--- config.mk ---
export PLATFORM = sky130hd
export DESIGN_NAME = jtframe_dwnld_swz_flat
export DESIGN_NICKNAME = d
export VERILOG_FILES = /design/src/rtl/jtframe_dwnld_pkg.sv /design/src/rtl/jtframe_dwnld_swz_if.sv /design/src/rtl/jtframe_dwnld_fifo.sv /design/src/rtl/jtframe_dwnld_swz.sv /design/src/flat_wrapper.sv
export SDC_FILE = /design/constraint.sdc
export NUM_CORES = 1
export LEC_CHECK = 0
export CAP_MARGIN = 10
export CORE_UTILIZATION = 60
export CTS_BUF_LIST = sky130_fd_sc_hd__clkbuf_16
export DETAILED_ROUTE_END_ITERATION = 8
export HOLD_SLACK_MARGIN = 0.1
export PLACE_DENSITY = 0.85
export SLEW_MARGIN = 20
export SYNTH_ARGS = -nofsm -noshare
export SYNTH_HDL_FRONTEND = slang
export SYNTH_SLANG_ARGS = --single-unit
--- constraint.sdc ---
create_clock -name clk -period 5.5 [get_ports clk]
set_clock_uncertainty 0.15 [all_clocks]
set_input_delay 1.1 -clock clk [delete_from_list [all_inputs] [get_ports clk]]
set_output_delay 1.1 -clock clk [all_outputs]
set_load 0.005 [all_outputs]
--- src/rtl/jtframe_dwnld_pkg.sv ---
// Shared definitions for the ROM-download front end: swizzle modes, byte-lane
// mask codes and the per-region address bit permutation.
package jtframe_dwnld_pkg;

  typedef enum logic [1:0] {
    SWZ_ID   = 2'd0,
    SWZ_NIB  = 2'd1,
    SWZ_OBJ  = 2'd2,
    SWZ_LANE = 2'd3
  } swz_mode_e;

  localparam logic [1:0] MASK_LO = 2'b10;
  localparam logic [1:0] MASK_HI = 2'b01;

  // Permutes the low six byte-address bits; bit 0 of the result is the byte lane
  function automatic logic [5:0] swz(input swz_mode_e mode, input logic [5:0] a);
    case (mode)
      SWZ_ID:   swz = a;
      SWZ_NIB:  swz = {a[5:4], a[2:0], ~a[3]};
      SWZ_OBJ:  swz = {a[5], a[2:0], ~a[4], ~a[3]};
      SWZ_LANE: swz = {a[5:1], ~a[0]};
      default:  swz = a;
    endcase
  endfunction

endpackage

--- src/rtl/jtframe_dwnld_swz_if.sv ---
// SDRAM writer handshake: one byte per request, held until the writer acks it.
interface jtframe_dwnld_swz_if #(
  parameter int AW = 22
);
  logic [AW-2:0] prog_addr;
  logic [7:0]    prog_data;
  logic [1:0]    prog_mask;
  logic          prog_we;
  logic          sdram_ack;

  modport master (
    output prog_addr, prog_data, prog_mask, prog_we,
    input  sdram_ack
  );

  modport slave (
    input  prog_addr, prog_data, prog_mask, prog_we,
    output sdram_ack
  );
endinterface

--- src/rtl/jtframe_dwnld_fifo.sv ---
// Single-clock queue with full/empty flags; a push at full is accepted only
// when a pop frees a slot in the same cycle.
module jtframe_dwnld_fifo #(
  parameter int W     = 30,
  parameter int DEPTH = 4
) (
  input  logic         clk,
  input  logic         rst_n,
  input  logic         push,
  input  logic [W-1:0] din,
  input  logic         pop,
  output logic [W-1:0] dout,
  output logic         full,
  output logic         empty
);

  localparam int PW = (DEPTH > 1) ? $clog2(DEPTH) : 1;
  localparam int CW = PW + 1;

  logic [W-1:0]  mem_r [DEPTH];
  logic [PW-1:0] wr_ptr_r;
  logic [PW-1:0] rd_ptr_r;
  logic [CW-1:0] count_r;
  logic          push_ok_s;
  logic          pop_ok_s;

  assign empty     = (count_r == {CW{1'b0}});
  assign full      = (count_r == CW'(DEPTH));
  assign pop_ok_s  = pop & ~empty;
  assign push_ok_s = push & (~full | pop_ok_s);
  assign dout      = mem_r[rd_ptr_r];

  // Storage array; contents are only observed while the queue is non-empty
  always_ff @(posedge clk) begin
    if (push_ok_s) begin
      mem_r[wr_ptr_r] <= din;
    end
  end

  // Pointers and occupancy count
  always_ff @(posedge clk or negedge rst_n) begin
    if (!rst_n) begin
      wr_ptr_r <= {PW{1'b0}};
      rd_ptr_r <= {PW{1'b0}};
      count_r  <= {CW{1'b0}};
    end else begin
      if (push_ok_s) begin
        wr_ptr_r <= wr_ptr_r + PW'(1);
      end
      if (pop_ok_s) begin
        rd_ptr_r <= rd_ptr_r + PW'(1);
      end
      case ({push_ok_s, pop_ok_s})
        2'b10:   count_r <= count_r + CW'(1);
        2'b01:   count_r <= count_r - CW'(1);
        default: count_r <= count_r;
      endcase
    end
  end

endmodule

--- src/rtl/jtframe_dwnld_swz.sv ---
// ROM-download front end: each ioctl byte is matched to an SDRAM region,
// bit-swizzled and queued for the SDRAM writer, or sent out as a PROM strobe.
module jtframe_dwnld_swz
  import jtframe_dwnld_pkg::*;
#(
  parameter int                    REGIONS    = 3,
  parameter int                    AW         = 22,
  parameter logic [REGIONS*AW-1:0] REG_START  = {22'h18000, 22'h10000, 22'h0},
  parameter logic [REGIONS*2-1:0]  REG_MODE   = {2'd2, 2'd1, 2'd0},
  parameter logic [24:0]           PROM_START = 25'h1F000,
  parameter int                    PROM_AW    = 11,
  parameter int                    QDEPTH     = 4
) (
  input  logic                   clk,
  input  logic                   rst_n,
  input  logic                   downloading,
  input  logic [24:0]            ioctl_addr,
  input  logic [7:0]             ioctl_dout,
  input  logic                   ioctl_wr,
  jtframe_dwnld_swz_if.master    prog,
  output logic                   prom_we,
  output logic [PROM_AW-1:0]     prom_addr,
  output logic [7:0]             prom_data,
  output logic                   dwnld_busy,
  output logic                   overflow
);

  localparam int EW = AW + 8;

  logic              region_hit_s;
  swz_mode_e         region_mode_s;
  logic              prom_hit_s;
  logic              write_s;
  logic              sdram_wr_s;
  logic              prom_wr_s;
  logic [AW-1:0]     swz_addr_s;

  logic              s1_valid_r;
  logic [AW-1:0]     s1_addr_r;
  logic [7:0]        s1_data_r;
  logic              s2_valid_r;
  logic [EW-1:0]     s2_entry_r;

  logic              prom_we_r;
  logic [PROM_AW-1:0] prom_addr_r;
  logic [7:0]        prom_data_r;
  logic              busy_r;
  logic              overflow_r;

  logic [EW-1:0]     head_s;
  logic              full_s;
  logic              empty_s;
  logic [AW-2:0]     prog_addr_s;
  logic [7:0]        prog_data_s;
  logic [1:0]        prog_mask_s;

  // Region comparator chain: the last base not above the address wins
  always_comb begin
    region_hit_s  = 1'b0;
    region_mode_s = SWZ_ID;
    for (int i = 0; i < REGIONS; i++) begin
      if (ioctl_addr >= 25'(REG_START[i*AW +: AW])) begin
        region_hit_s  = 1'b1;
        region_mode_s = swz_mode_e'(REG_MODE[i*2 +: 2]);
      end else begin
        region_hit_s  = region_hit_s;
        region_mode_s = region_mode_s;
      end
    end
    prom_hit_s = (ioctl_addr >= PROM_START);
    swz_addr_s = {ioctl_addr[AW-1:6], swz(region_mode_s, ioctl_addr[5:0])};
  end

  assign write_s    = downloading & ioctl_wr;
  assign sdram_wr_s = write_s & region_hit_s & ~prom_hit_s;
  assign prom_wr_s  = write_s & prom_hit_s;

  // Stage 1 (SDRAM hit and swizzled address) and the PROM strobe
  always_ff @(posedge clk or negedge rst_n) begin
    if (!rst_n) begin
      s1_valid_r  <= 1'b0;
      s1_addr_r   <= {AW{1'b0}};
      s1_data_r   <= 8'h00;
      prom_we_r   <= 1'b0;
      prom_addr_r <= {PROM_AW{1'b0}};
      prom_data_r <= 8'h00;
    end else begin
      s1_valid_r <= sdram_wr_s;
      if (sdram_wr_s) begin
        s1_addr_r <= swz_addr_s;
        s1_data_r <= ioctl_dout;
      end
      prom_we_r <= prom_wr_s;
      if (prom_wr_s) begin
        prom_addr_r <= PROM_AW'(ioctl_addr - PROM_START);
        prom_data_r <= ioctl_dout;
      end
    end
  end

  // Stage 2 packs {word address, byte, lane}; it drains even after downloading falls
  always_ff @(posedge clk or negedge rst_n) begin
    if (!rst_n) begin
      s2_valid_r <= 1'b0;
      s2_entry_r <= {EW{1'b0}};
    end else begin
      s2_valid_r <= s1_valid_r;
      s2_entry_r <= {s1_addr_r[AW-1:1], s1_data_r, s1_addr_r[0]};
    end
  end

  jtframe_dwnld_fifo #(
    .W     (EW),
    .DEPTH (QDEPTH)
  ) u_fifo (
    .clk   (clk),
    .rst_n (rst_n),
    .push  (s2_valid_r),
    .din   (s2_entry_r),
    .pop   (prog.sdram_ack),
    .dout  (head_s),
    .full  (full_s),
    .empty (empty_s)
  );

  // Sticky drop flag and busy status
  always_ff @(posedge clk or negedge rst_n) begin
    if (!rst_n) begin
      overflow_r <= 1'b0;
      busy_r     <= 1'b0;
    end else begin
      overflow_r <= overflow_r | (s2_valid_r & full_s & ~prog.sdram_ack);
      busy_r     <= downloading | s1_valid_r | s2_valid_r | ~empty_s;
    end
  end

  // Queue head onto the writer bus; idle bus reads as all zeros
  always_comb begin
    if (empty_s) begin
      prog_addr_s = {(AW-1){1'b0}};
      prog_data_s = 8'h00;
      prog_mask_s = 2'b00;
    end else begin
      prog_addr_s = head_s[EW-1:9];
      prog_data_s = head_s[8:1];
      prog_mask_s = head_s[0] ? MASK_HI : MASK_LO;
    end
  end

  assign prog.prog_we   = ~empty_s;
  assign prog.prog_addr = prog_addr_s;
  assign prog.prog_data = prog_data_s;
  assign prog.prog_mask = prog_mask_s;

  assign prom_we    = prom_we_r;
  assign prom_addr  = prom_addr_r;
  assign prom_data  = prom_data_r;
  assign dwnld_busy = busy_r;
  assign overflow   = overflow_r;

endmodule

--- src/flat_wrapper.sv ---
// flat-port wrapper written by rule: the top's interface ports become plain ports
module jtframe_dwnld_swz_flat import jtframe_dwnld_pkg::*;
#(
  parameter int                    REGIONS    = 3,
  parameter int                    AW         = 22,
  parameter logic [REGIONS*AW-1:0] REG_START  = {22'h18000, 22'h10000, 22'h0},
  parameter logic [REGIONS*2-1:0]  REG_MODE   = {2'd2, 2'd1, 2'd0},
  parameter logic [24:0]           PROM_START = 25'h1F000,
  parameter int                    PROM_AW    = 11,
  parameter int                    QDEPTH     = 4
)
  (clk, rst_n, downloading, ioctl_addr, ioctl_dout, ioctl_wr, prom_we, prom_addr, prom_data, dwnld_busy, overflow, prog_prog_addr, prog_prog_data, prog_prog_mask, prog_prog_we, prog_sdram_ack);
  jtframe_dwnld_swz_if #(.AW(AW)) prog_i ();
  input  logic clk;
  input  logic rst_n;
  input  logic downloading;
  input  logic [24:0] ioctl_addr;
  input  logic [7:0] ioctl_dout;
  input  logic ioctl_wr;
  output logic prom_we;
  output logic [PROM_AW-1:0] prom_addr;
  output logic [7:0] prom_data;
  output logic dwnld_busy;
  output logic overflow;
  output wire logic [$bits(prog_i.prog_addr)-1:0] prog_prog_addr;
  output wire logic [$bits(prog_i.prog_data)-1:0] prog_prog_data;
  output wire logic [$bits(prog_i.prog_mask)-1:0] prog_prog_mask;
  output wire logic [$bits(prog_i.prog_we)-1:0] prog_prog_we;
  input wire logic [$bits(prog_i.sdram_ack)-1:0] prog_sdram_ack;
  assign prog_prog_addr = prog_i.prog_addr;
  assign prog_prog_data = prog_i.prog_data;
  assign prog_prog_mask = prog_i.prog_mask;
  assign prog_prog_we = prog_i.prog_we;
  assign prog_i.sdram_ack = prog_sdram_ack;
  jtframe_dwnld_swz #(.REGIONS(REGIONS), .AW(AW), .REG_START(REG_START), .REG_MODE(REG_MODE), .PROM_START(PROM_START), .PROM_AW(PROM_AW), .QDEPTH(QDEPTH)) u_core (.clk(clk), .rst_n(rst_n), .downloading(downloading), .ioctl_addr(ioctl_addr), .ioctl_dout(ioctl_dout), .ioctl_wr(ioctl_wr), .prog(prog_i), .prom_we(prom_we), .prom_addr(prom_addr), .prom_data(prom_data), .dwnld_busy(dwnld_busy), .overflow(overflow));
endmodule
# After elaboration in Yosys (flattened, before gate mapping)
# Memory sizes are Yosys's and may differ from the RTL's.
# Cells that the tools add are included.
op_classes:
  addsub: 5
  magnitude_cmp: 4
  eq_ne: 6
  muxes: 13
  bitwise_logic: 20
  reduce_logical: 3
ops:
  columns: ["op", "n"]
  rows:
  - ["$ge A25 B17 Y1 const B", 3]
  - ["$ge A25 B1 Y1 const B", 1]
  - ["$pmux W6 S4", 1]
  - ["$mux W21", 1]
  - ["$sub A11 B1 Y11 const B", 1]
  - ["$and A1 B1 Y1", 8]
  - ["$mux W8", 1]
  - ["$not A1 Y1", 7]
  - ["$eq A2 B2 Y1 const B", 3]
  - ["$mux W1", 6]
  - ["$mux W2", 3]
  - ["$pmux W3 S2", 1]
  - ["$or A1 B1 Y1", 5]
  - ["$add A2 B1 Y2 const B", 2]
  - ["$eq A2 B1 Y1 const B", 2]
  - ["$add A3 B1 Y3 const B", 1]
  - ["$eq A3 B3 Y1 const B", 1]
  - ["$logic_not A3 Y1", 1]
  - ["$sub A3 B1 Y3 const B", 1]
  - ["$logic_not A2 Y1", 1]
  - ["$reduce_bool A2 Y1", 1]
word_totals:
  register_bits: 91
  ram_bits: 120
  inputBits: 38
  output_inout_bits: 54
  memories: 1
memory_table:
  columns: ["memory", "words", "width", "rd", "rd_clocked_by_memory_dff", "wr", "line", "rtl"]
  rows:
  - ["u_core.u_fifo.mem_r", 4, 30, 1, 0, 1, "jtframe_dwnld_fifo.sv:20", "logic [W-1:0] mem_r [DEPTH];"]

# Depth between registers and ports, before layout
# Gate-level depths: netlist of the first run.
depth:
  depth_word: 7
  ltp_mapped: 10

# By module
# Synthesis of the first run repeated with hierarchy kept, for this count alone.
unflattened:
  cells_unflattened: 396
  hier_area_um2: 7828.8
by_module_without_submodules:
  columns: ["module", "n_inst", "cells_each", "area_each_um2"]
  rows:
  - ["jtframe_dwnld_fifo", 1, 195, 4748.3]
  - ["jtframe_dwnld_swz", 1, 201, 3080.5]

# Worst setup path before layout of the first run
# Ideal clock, no wire load.
synth_path:
  path_kind: "input -> register"
  from: "in prog_sdram_ack"
  to: "reg u_core.u_fifo.count_r[2]"
  arrival_time_ns: 2.655
  required_time_ns: 5.271
  setup_slack_ns: 2.616
  cell_stages: 10
  path_buffers: 1
  path_cell_list: "nor4b_1 -> nor2b_1 -> clkbuf_1 -> inv_1 -> ha_1 -> inv_1 -> fa_1 -> xor2_1 -> nor2_1 -> xor2_1"
synth_via:
  elab_chain_cells: 5
  word_cells_on_any_way: 7
  classes_between: "eq/ne: 2; mux: 1; bitwise: 3; reduce/logical: 1"
synth_rtl:
  columns: ["element", "line", "rtl"]
  rows:
  - ["start, declared", "flat_wrapper.sv:29", "input wire logic [$bits(prog_i.sdram_ack)-1:0] prog_sdram_ack;"]
  - ["$and A1 B1 Y1 *", "jtframe_dwnld_fifo.sv:29", "assign pop_ok_s = pop & ~empty;"]
  - ["$or A1 B1 Y1", "jtframe_dwnld_fifo.sv:30", "assign push_ok_s = push & (~full | pop_ok_s);"]
  - ["$and A1 B1 Y1", "jtframe_dwnld_fifo.sv:30", null]
  - ["$eq A2 B1 Y1 / $eq A2 B2 Y1 (equally long branches)", "jtframe_dwnld_fifo.sv:53", "case ({push_ok_s, pop_ok_s})"]
  - ["$pmux W3 S2 / $reduce_bool A2 Y1 (equally long branches)", null, null]
  - ["end signal, assigned", "jtframe_dwnld_fifo.sv:54", "2'b10: count_r <= count_r + CW'(1);"]
  - ["end signal, assigned", "jtframe_dwnld_fifo.sv:55", "2'b01: count_r <= count_r - CW'(1);"]
  - ["end signal, assigned", "jtframe_dwnld_fifo.sv:56", "default: count_r <= count_r;"]
  - ["end, declared", "jtframe_dwnld_fifo.sv:23", "logic [CW-1:0] count_r;"]
# Every way passes the cells marked *; elsewhere a longest branch is shown, timed or not.
# A chain may end at the register's enable or synchronous reset.

# Worst setup path in the final report of the first run
layout_path:
  from: "reg u_core.u_fifo.rd_ptr_r[1]"
  to: "out prog_prog_data[5]"
layout_via:
  elab_chain_cells: 2
layout_rtl:
  columns: ["element", "line", "rtl"]
  rows:
  - ["start, declared", "jtframe_dwnld_fifo.sv:22", "logic [PW-1:0] rd_ptr_r;"]
  - ["start signal, assigned", "jtframe_dwnld_fifo.sv:44", "rd_ptr_r <= {PW{1'b0}};"]
  - ["start signal, assigned", "jtframe_dwnld_fifo.sv:51", "rd_ptr_r <= rd_ptr_r + PW'(1);"]
  - ["$mem_v2 Z4 W30", null, null]
  - ["$mux W8", "jtframe_dwnld_swz.sv:139", "if (empty_s) begin"]
  - ["end, declared", "flat_wrapper.sv:26", "output wire logic [$bits(prog_i.prog_data)-1:0] prog_prog_data;"]
# Every way passes these cells.

==> results of run 1 <==
==> cell type report <==
type / count / area, um^2 / share of cell area
Sequential cell: 211 / 5880 / 0.617
Multi-Input combinational cell: 162 / 1890 / 0.198
Timing Repair Buffer: 94 / 931 / 0.0976
Clock buffer: 19 / 475 / 0.0499
Tap cell: 172 / 215 / 0.0226
Clock inverter: 14 / 113 / 0.0118
Inverter: 8 / 30.0 / 0.00315
==> layer usage <==
layer  up-vias  routed length (um)  track usage
met2       111                7710        0.404
met4         0                 174       0.0557
li1       1691                   -            -
met1      1990                5810        0.305
met3        17                 711       0.0422
met5         -                   0            0
==> power by group <==
group / internal, mW / switching, mW / total [mW]
Sequential: 1.72 / 0.129 / 1.85
Clock: 0.722 / 0.531 / 1.25
Combinational: 0.546 / 0.257 / 0.803
Total: 2.99 / 0.917 / 3.91
==> stage by stage <==
stage | instance area, um^2 | power, mW | cells | hold slack, ns
floorplan | 7910 | 2.28 | 398 | 0.197
CTS | 9530 | 3.95 | 680 | 0.224
detailed placement | 8940 | 2.70 | 647 | 0.209
finish | 9530 | 3.91 | 680 | 0.225
global route | 9530 | 4.08 | 680 | 0.231
global placement | 8940 | 2.67 | 647 | 0.201
==> Yosys cell counts (2+ instances only) <==
| cell | instances | share of area |
|---|---|---|
| a21oi_1 | 3 | 0.0019 |
| dfrtp_1 | 91 | 0.29 |
| buf_6 | 2 | 0.0028 |
| xnor2_1 | 3 | 0.0033 |
| nor2b_1 | 7 | 0.0055 |
| mux2i_1 | 3 | 0.0038 |
| o21ba_2 | 2 | 0.0025 |
| buf_2 | 5 | 0.0032 |
| xor2_1 | 3 | 0.0033 |
| nand2_1 | 5 | 0.0024 |
| mux4_2 | 30 | 0.085 |
| clkbuf_1 | 5 | 0.0024 |
| and2_1 | 35 | 0.028 |
| nor4_1 | 2 | 0.0016 |
| mux2_1 | 2 | 0.0028 |
| ha_1 | 5 | 0.0079 |
| edfxtp_1 | 120 | 0.46 |
| or4_1 | 2 | 0.0019 |
| inv_1 | 8 | 0.0038 |
| mux2_2 | 21 | 0.030 |
| nor2_1 | 5 | 0.0024 |
| buf_1 | 2 | 0.00095 |
| mux2_4 | 19 | 0.036 |
| buf_12 | 2 | 0.0051 |
==> cells in the final DEF (no fill, tap or decap), types with 3 or more instances in the layout <==
cell type	synthesis	layout
a21oi_1	3	3
nor2_1	5	5
clkbuf_16	0	19
mux4_2	30	30
mux2i_1	3	3
clkdlybuf4s50_1	0	90
ha_1	5	5
nor2b_1	7	7
xnor2_1	3	3
and2_2	0	4
mux2_4	19	19
dfrtp_1	91	90
nand2_1	5	5
mux2_2	21	21
buf_4	1	4
clkinv_1	0	7
and2_1	35	31
edfxtp_1	120	120
inv_1	8	10
xor2_1	3	3
==> cell families (layout without fill, tap and decap cells) <==
kind of cell | count (synthesis) | count (layout) | synth area share
flip-flops | 211 | 211 | 0.743
AO/OA/AOI/OAI | 10 | 10 | 0.00949
adder cells (fa/ha/maj) | 6 | 6 | 0.0104
buffers and inverters | 25 | 135 | 0.0191
multiplexers | 75 | 75 | 0.158
XOR/XNOR | 6 | 6 | 0.00664
AND/OR/NAND/NOR | 65 | 65 | 0.0531
==> path summary, 6_finish.rpt <==
| path | startpoint | end | slack, ns | depth (start not counted) |
|---|---|---|---|---|
| min in group asynchronous | rst_n | u_core.s2_entry_r[8]$_DFF_PN0_ | 0.56 | 1 |
| max in group asynchronous | rst_n | u_core.prom_data[3]$_DFFE_PN0P_ | 3.70 | 2 |
| setup reg to reg | u_core.u_fifo.count_r[0]$_DFFE_PN0P_ | u_core.u_fifo.count_r[2]$_DFFE_PN0P_ | 2.80 | 9 |
| hold / removal | u_core.s1_addr_r[7]$_DFFE_PN0P_ | u_core.s2_entry_r[15]$_DFF_PN0_ | 0.23 | 0 |
| hold reg to reg | u_core.s1_addr_r[7]$_DFFE_PN0P_ | u_core.s2_entry_r[15]$_DFF_PN0_ | 0.23 | 0 |
| setup / recovery | u_core.u_fifo.rd_ptr_r[1]$_DFFE_PN0N_ | prog_prog_data[5] | 1.55 | 4 |
==> flip-flops by register name (all words and copies together), names as in the netlist <==
signal                  count
u_core.s1_valid_r           1
u_core.s2_valid_r           1
u_core.u_fifo.wr_ptr_r      2
u_core.overflow             1
u_core.u_fifo.rd_ptr_r      2
u_core.s2_entry_r          30
u_core.prom_we              1
u_core.u_fifo.mem_r       120
u_core.s1_addr_r           22
u_core.dwnld_busy           1
u_core.prom_data            8
u_core.prom_addr           11
u_core.s1_data_r            8
u_core.u_fifo.count_r       3
==> flow_summary.json, run 1 <==
{
  "slowest_stage": "dfrtp_1",
  "viasPerCell": 5.60,
  "cp_top_family": "buffers and inverters",
  "dp_hpwl_um": 8610,
  "setup_viol": 0,
  "ant_nets": 0,
  "clockBufferDepth": 3,
  "ys_seq_elements": 211,
  "fillers": 746,
  "cts.sinks": 211,
  "ctsResizeCount": 0,
  "first_pass_iters": 5,
  "cts_tree": "done",
  "portBuffers": 91,
  "status": "complete, no violations",
  "worstSetupPathType": "flop to output pin",
  "irDropWorstVdd_mv": 0.228,
  "timing.final.crit_share": 0.719,
  "fp.dieW_um": 117,
  "post_cts_buffers": 0,
  "synth-edff-count": 120,
  "wl_um": 14400,
  "fmax_mhz": 253,
  "coreArea_um2": 12700,
  "grt_max_degree": 62,
  "worst_skew_pair.late_latency_ns": 0.47,
  "htreeDepth": 1,
  "antenna_found_initial": 0,
  "critical_path.cell_chain": "buf_4 > mux4_2 > and2_1 > clkdlybuf4s50_1",
  "root_buffer": "clkbuf_16",
  "start_util": 0.622,
  "drt_first_iter_violations": 297,
  "wire_per_inst_um": 21.2,
  "holdCritPathClass": "flop to flop",
  "setup_slack_ns": 1.55,
  "drc": 0,
  "drv_slew": 0,
  "grt_overflow": 0,
  "max_stage_delay_ns": 0.83,
  "crit_path_start_kind": "flop",
  "clkSlewWorstSetupHoldPaths_ns": 0.06,
  "die_y_um": 117,
  "areaGrowthSynthToFinish_pct": 20.5,
  "power.density_nw_per_um2": 410,
  "critPathRequiredTime_ns": 4.25,
  "track_usage": 0.231,
  "synth.cell_area_um2": 7910,
  "period_needed_ns": 3.95,
  "endpoint_kind": "output pin",
  "synth_async_sr_flop_share": 0.431,
  "cts_buffers": 19,
  "fin_tns_setup_ns": 0,
  "place.gp.congestion": 0.714,
  "fp-row-count": 41,
  "path_buf_inv": 2,
  "tightest_slew_ns": 0.847,
  "io_pins": 92,
  "ys_seq_area_frac": 0.743,
  "syn_inst": 398,
  "ys_warn_count": 0,
  "cp_max_fo": 18,
  "avgSynthCellArea_um2": 19.9,
  "rsz0062_at_grt": "false",
  "nets": 540,
  "synth_cell_types": 40,
  "grt_pass1_wl_um": 22700,
  "die_area_um2": 13700,
  "vias": 3809,
  "p_leak_nw": 3.74,
  "final_core_util": 0.749,
  "ctsHoldBuffers": 0,
  "grt_pass1_vias": 4146,
  "max_cap_viol_count": 0,
  "max_slew_margin": 0.435,
  "antenna_cells": 0,
  "pre_cts_slack_ns": 1.80,
  "critPathArrivalTime_ns": 2.70,
  "finalHoldViolCount": 0,
  "drive_gt1_frac": 0.220,
  "synth-main-ff-cell": "edfxtp_1",
  "synthesis.nets": 442
}
No activity file was read; power rests on OpenSTA's default activity.
==> inputs of run 2 (changes only) <==
--- a/config.mk
+++ b/config.mk
@@ -6,11 +6,11 @@
 export NUM_CORES = 1
 export LEC_CHECK = 0
 export CAP_MARGIN = 10
-export CORE_UTILIZATION = 60
+export CORE_UTILIZATION = 50
 export CTS_BUF_LIST = sky130_fd_sc_hd__clkbuf_16
 export DETAILED_ROUTE_END_ITERATION = 8
 export HOLD_SLACK_MARGIN = 0.1
-export PLACE_DENSITY = 0.85
+export PLACE_DENSITY = 0.75
 export SLEW_MARGIN = 20
 export SYNTH_ARGS = -nofsm -noshare
 export SYNTH_HDL_FRONTEND = slang
==> constraint.sdc (replaced) <==
create_clock -name clk -period 3.6 [get_ports clk]
set_clock_uncertainty 0.15 [all_clocks]
set_input_delay 0.72 -clock clk [delete_from_list [all_inputs] [get_ports clk]]
set_output_delay 0.72 -clock clk [all_outputs]
set_load 0.005 [all_outputs]
==> flow_summary.json, run 2 (same netlist as run 1, synthesis figures left out) <==
{
  "largest_reg_flops": 120,
  "cts_buffers": 21,
  "holdCritPathClass": "input port to async pin",
  "viasPerCell": 5.23,
  "endpoint_kind": "output pin",
  "fp.dieW_um": 128,
  "track_usage": 0.175,
  "cp_max_fo": 11,
  "drive_gt1_frac": 0.237,
  "drc": 0,
  "grt_pass1_vias": 4074,
  "timing.final.crit_share": 0.941,
  "antenna_found_initial": 0,
  "finalHoldViolCount": 0,
  "clockBufferDepth": 3,
  "irDropWorstVdd_mv": 0.374,
  "grt_pass1_wl_um": 21800,
  "setup_slack_ns": 0.211,
  "cts_tree": "done",
  "final_core_util": 0.634,
  "die_y_um": 128,
  "wire_per_inst_um": 18.4,
  "coreArea_um2": 15300,
  "clkSlewWorstSetupHoldPaths_ns": 0.06,
  "fp-row-count": 45,
  "vias": 3823,
  "nets": 550,
  "period_needed_ns": 3.39,
  "ctsResizeCount": 0,
  "htreeDepth": 1,
  "max_cap_viol_count": 0,
  "areaGrowthSynthToFinish_pct": 22.7,
  "p_leak_nw": 3.80,
  "io_pins": 92,
  "portBuffers": 91,
  "ant_nets": 0,
  "die_area_um2": 16300,
  "cts.sinks": 211,
  "grt_overflow": 0,
  "power.density_nw_per_um2": 627,
  "wl_um": 13500,
  "fmax_mhz": 295,
  "dp_hpwl_um": 8050,
  "final_common_cell": "edfxtp_1",
  "pre_cts_slack_ns": 0.465,
  "regMostFlops": "u_core.u_fifo.mem_r",
  "status": "complete, no violations",
  "worst_skew_pair.late_latency_ns": 0.47,
  "seq_area_um2": 5880,
  "rsz0062_at_grt": "false",
  "holdWs_ns": 0.0894,
  "post_cts_buffers": 0,
  "critPathRequiredTime_ns": 2.73,
  "max_slew_margin": 0.429,
  "first_pass_iters": 4,
  "drt_first_iter_violations": 235,
  "multi_input_area_um2": 1880,
  "tightest_slew_ns": 0.855,
  "ctsHoldBuffers": 0,
  "place.gp.congestion": 0.704,
  "critPathArrivalTime_ns": 2.52,
  "drv_slew": 0,
  "worstSetupPathType": "flop to output pin",
  "start_util": 0.517,
  "mostFrequentLayoutCells": "edfxtp_1 (120), clkdlybuf4s50_1 (90), dfrtp_1 (90), and2_1 (35), mux4_2 (30)",
  "root_buffer": "clkbuf_16",
  "crit_path_start_kind": "flop",
  "setup_viol": 0,
  "top_regs": "u_core.u_fifo.mem_r (120), u_core.s2_entry_r (30), u_core.s1_addr_r (22)",
  "grt_max_degree": 49,
  "antenna_cells": 0,
  "fillers": 1082,
  "fin_tns_setup_ns": 0
}
[run 2: cell count changes in the layout (fill, tap and decap cells not counted), moves of 2 or more]
cell        delta
and2_1         +4
and2_2         -4
buf_12         +2
buf_4          +6
clkbuf_16      +2
clkinv_1       -4
clkinvlp_4     +5
[run 2: final cells by class]
cell class,count,area share
repair buffers,102,0.105
clock buffers,21,0.0541
inverters,8,0.00309
flip-flops and latches,211,0.606
well taps,211,0.0272
clock inverters,16,0.0117
multi-input cells,162,0.194
[run 2: per-layer routing]
layer  up-vias  part of all wire  GRT usage
met4         0             0.019     0.0491
met1      2015              0.41      0.231
li1       1704                 -          -
met5         -                 0          0
met2        81              0.53      0.304
met3        23             0.040     0.0267
[run 2: stage by stage]
| step | instances | power [mW] | cell area, um^2 |
|---|---|---|---|
| finish | 731 | 6.09 | 9710 |
| global route | 731 | 6.36 | 9710 |
| CTS | 731 | 6.17 | 9710 |
| detailed placement | 694 | 4.18 | 9070 |
| global placement | 694 | 4.16 | 9070 |
| floorplan | 398 | 3.48 | 7910 |
[run 2: worst max-delay path, cell delays in order (launching register included)]
cell	delay [ns]
dfrtp_2	0.59
buf_4	0.29
mux4_2	0.55
and2_1	0.17
clkdlybuf4s50_1	0.44
[run 2: power breakdown]
group	internal (mW)	total [mW]	switching [mW]
logic	0.876	1.39	0.510
registers	2.63	2.72	0.0889
clock network	1.14	1.98	0.844
total	4.64	6.09	1.44
[run 2: worst paths after layout]
check	startpoint	to	slack [ns]	cells after the start
setup / recovery	u_core.u_fifo.rd_ptr_r[0]$_DFFE_PN0N_	prog_prog_data[0]	0.21	4
hold / removal	rst_n	u_core.s1_data_r[5]$_DFFE_PN0P_	0.09	1
setup reg to reg	u_core.u_fifo.count_r[0]$_DFFE_PN0P_	u_core.u_fifo.count_r[2]$_DFFE_PN0P_	0.75	10
hold reg to reg	u_core.s1_addr_r[20]$_DFFE_PN0P_	u_core.s2_entry_r[28]$_DFF_PN0_	0.22	0
max in group asynchronous	rst_n	u_core.u_fifo.rd_ptr_r[0]$_DFFE_PN0N_	2.49	2
min in group clk	u_core.s1_addr_r[20]$_DFFE_PN0P_	u_core.s2_entry_r[28]$_DFF_PN0_	0.22	0
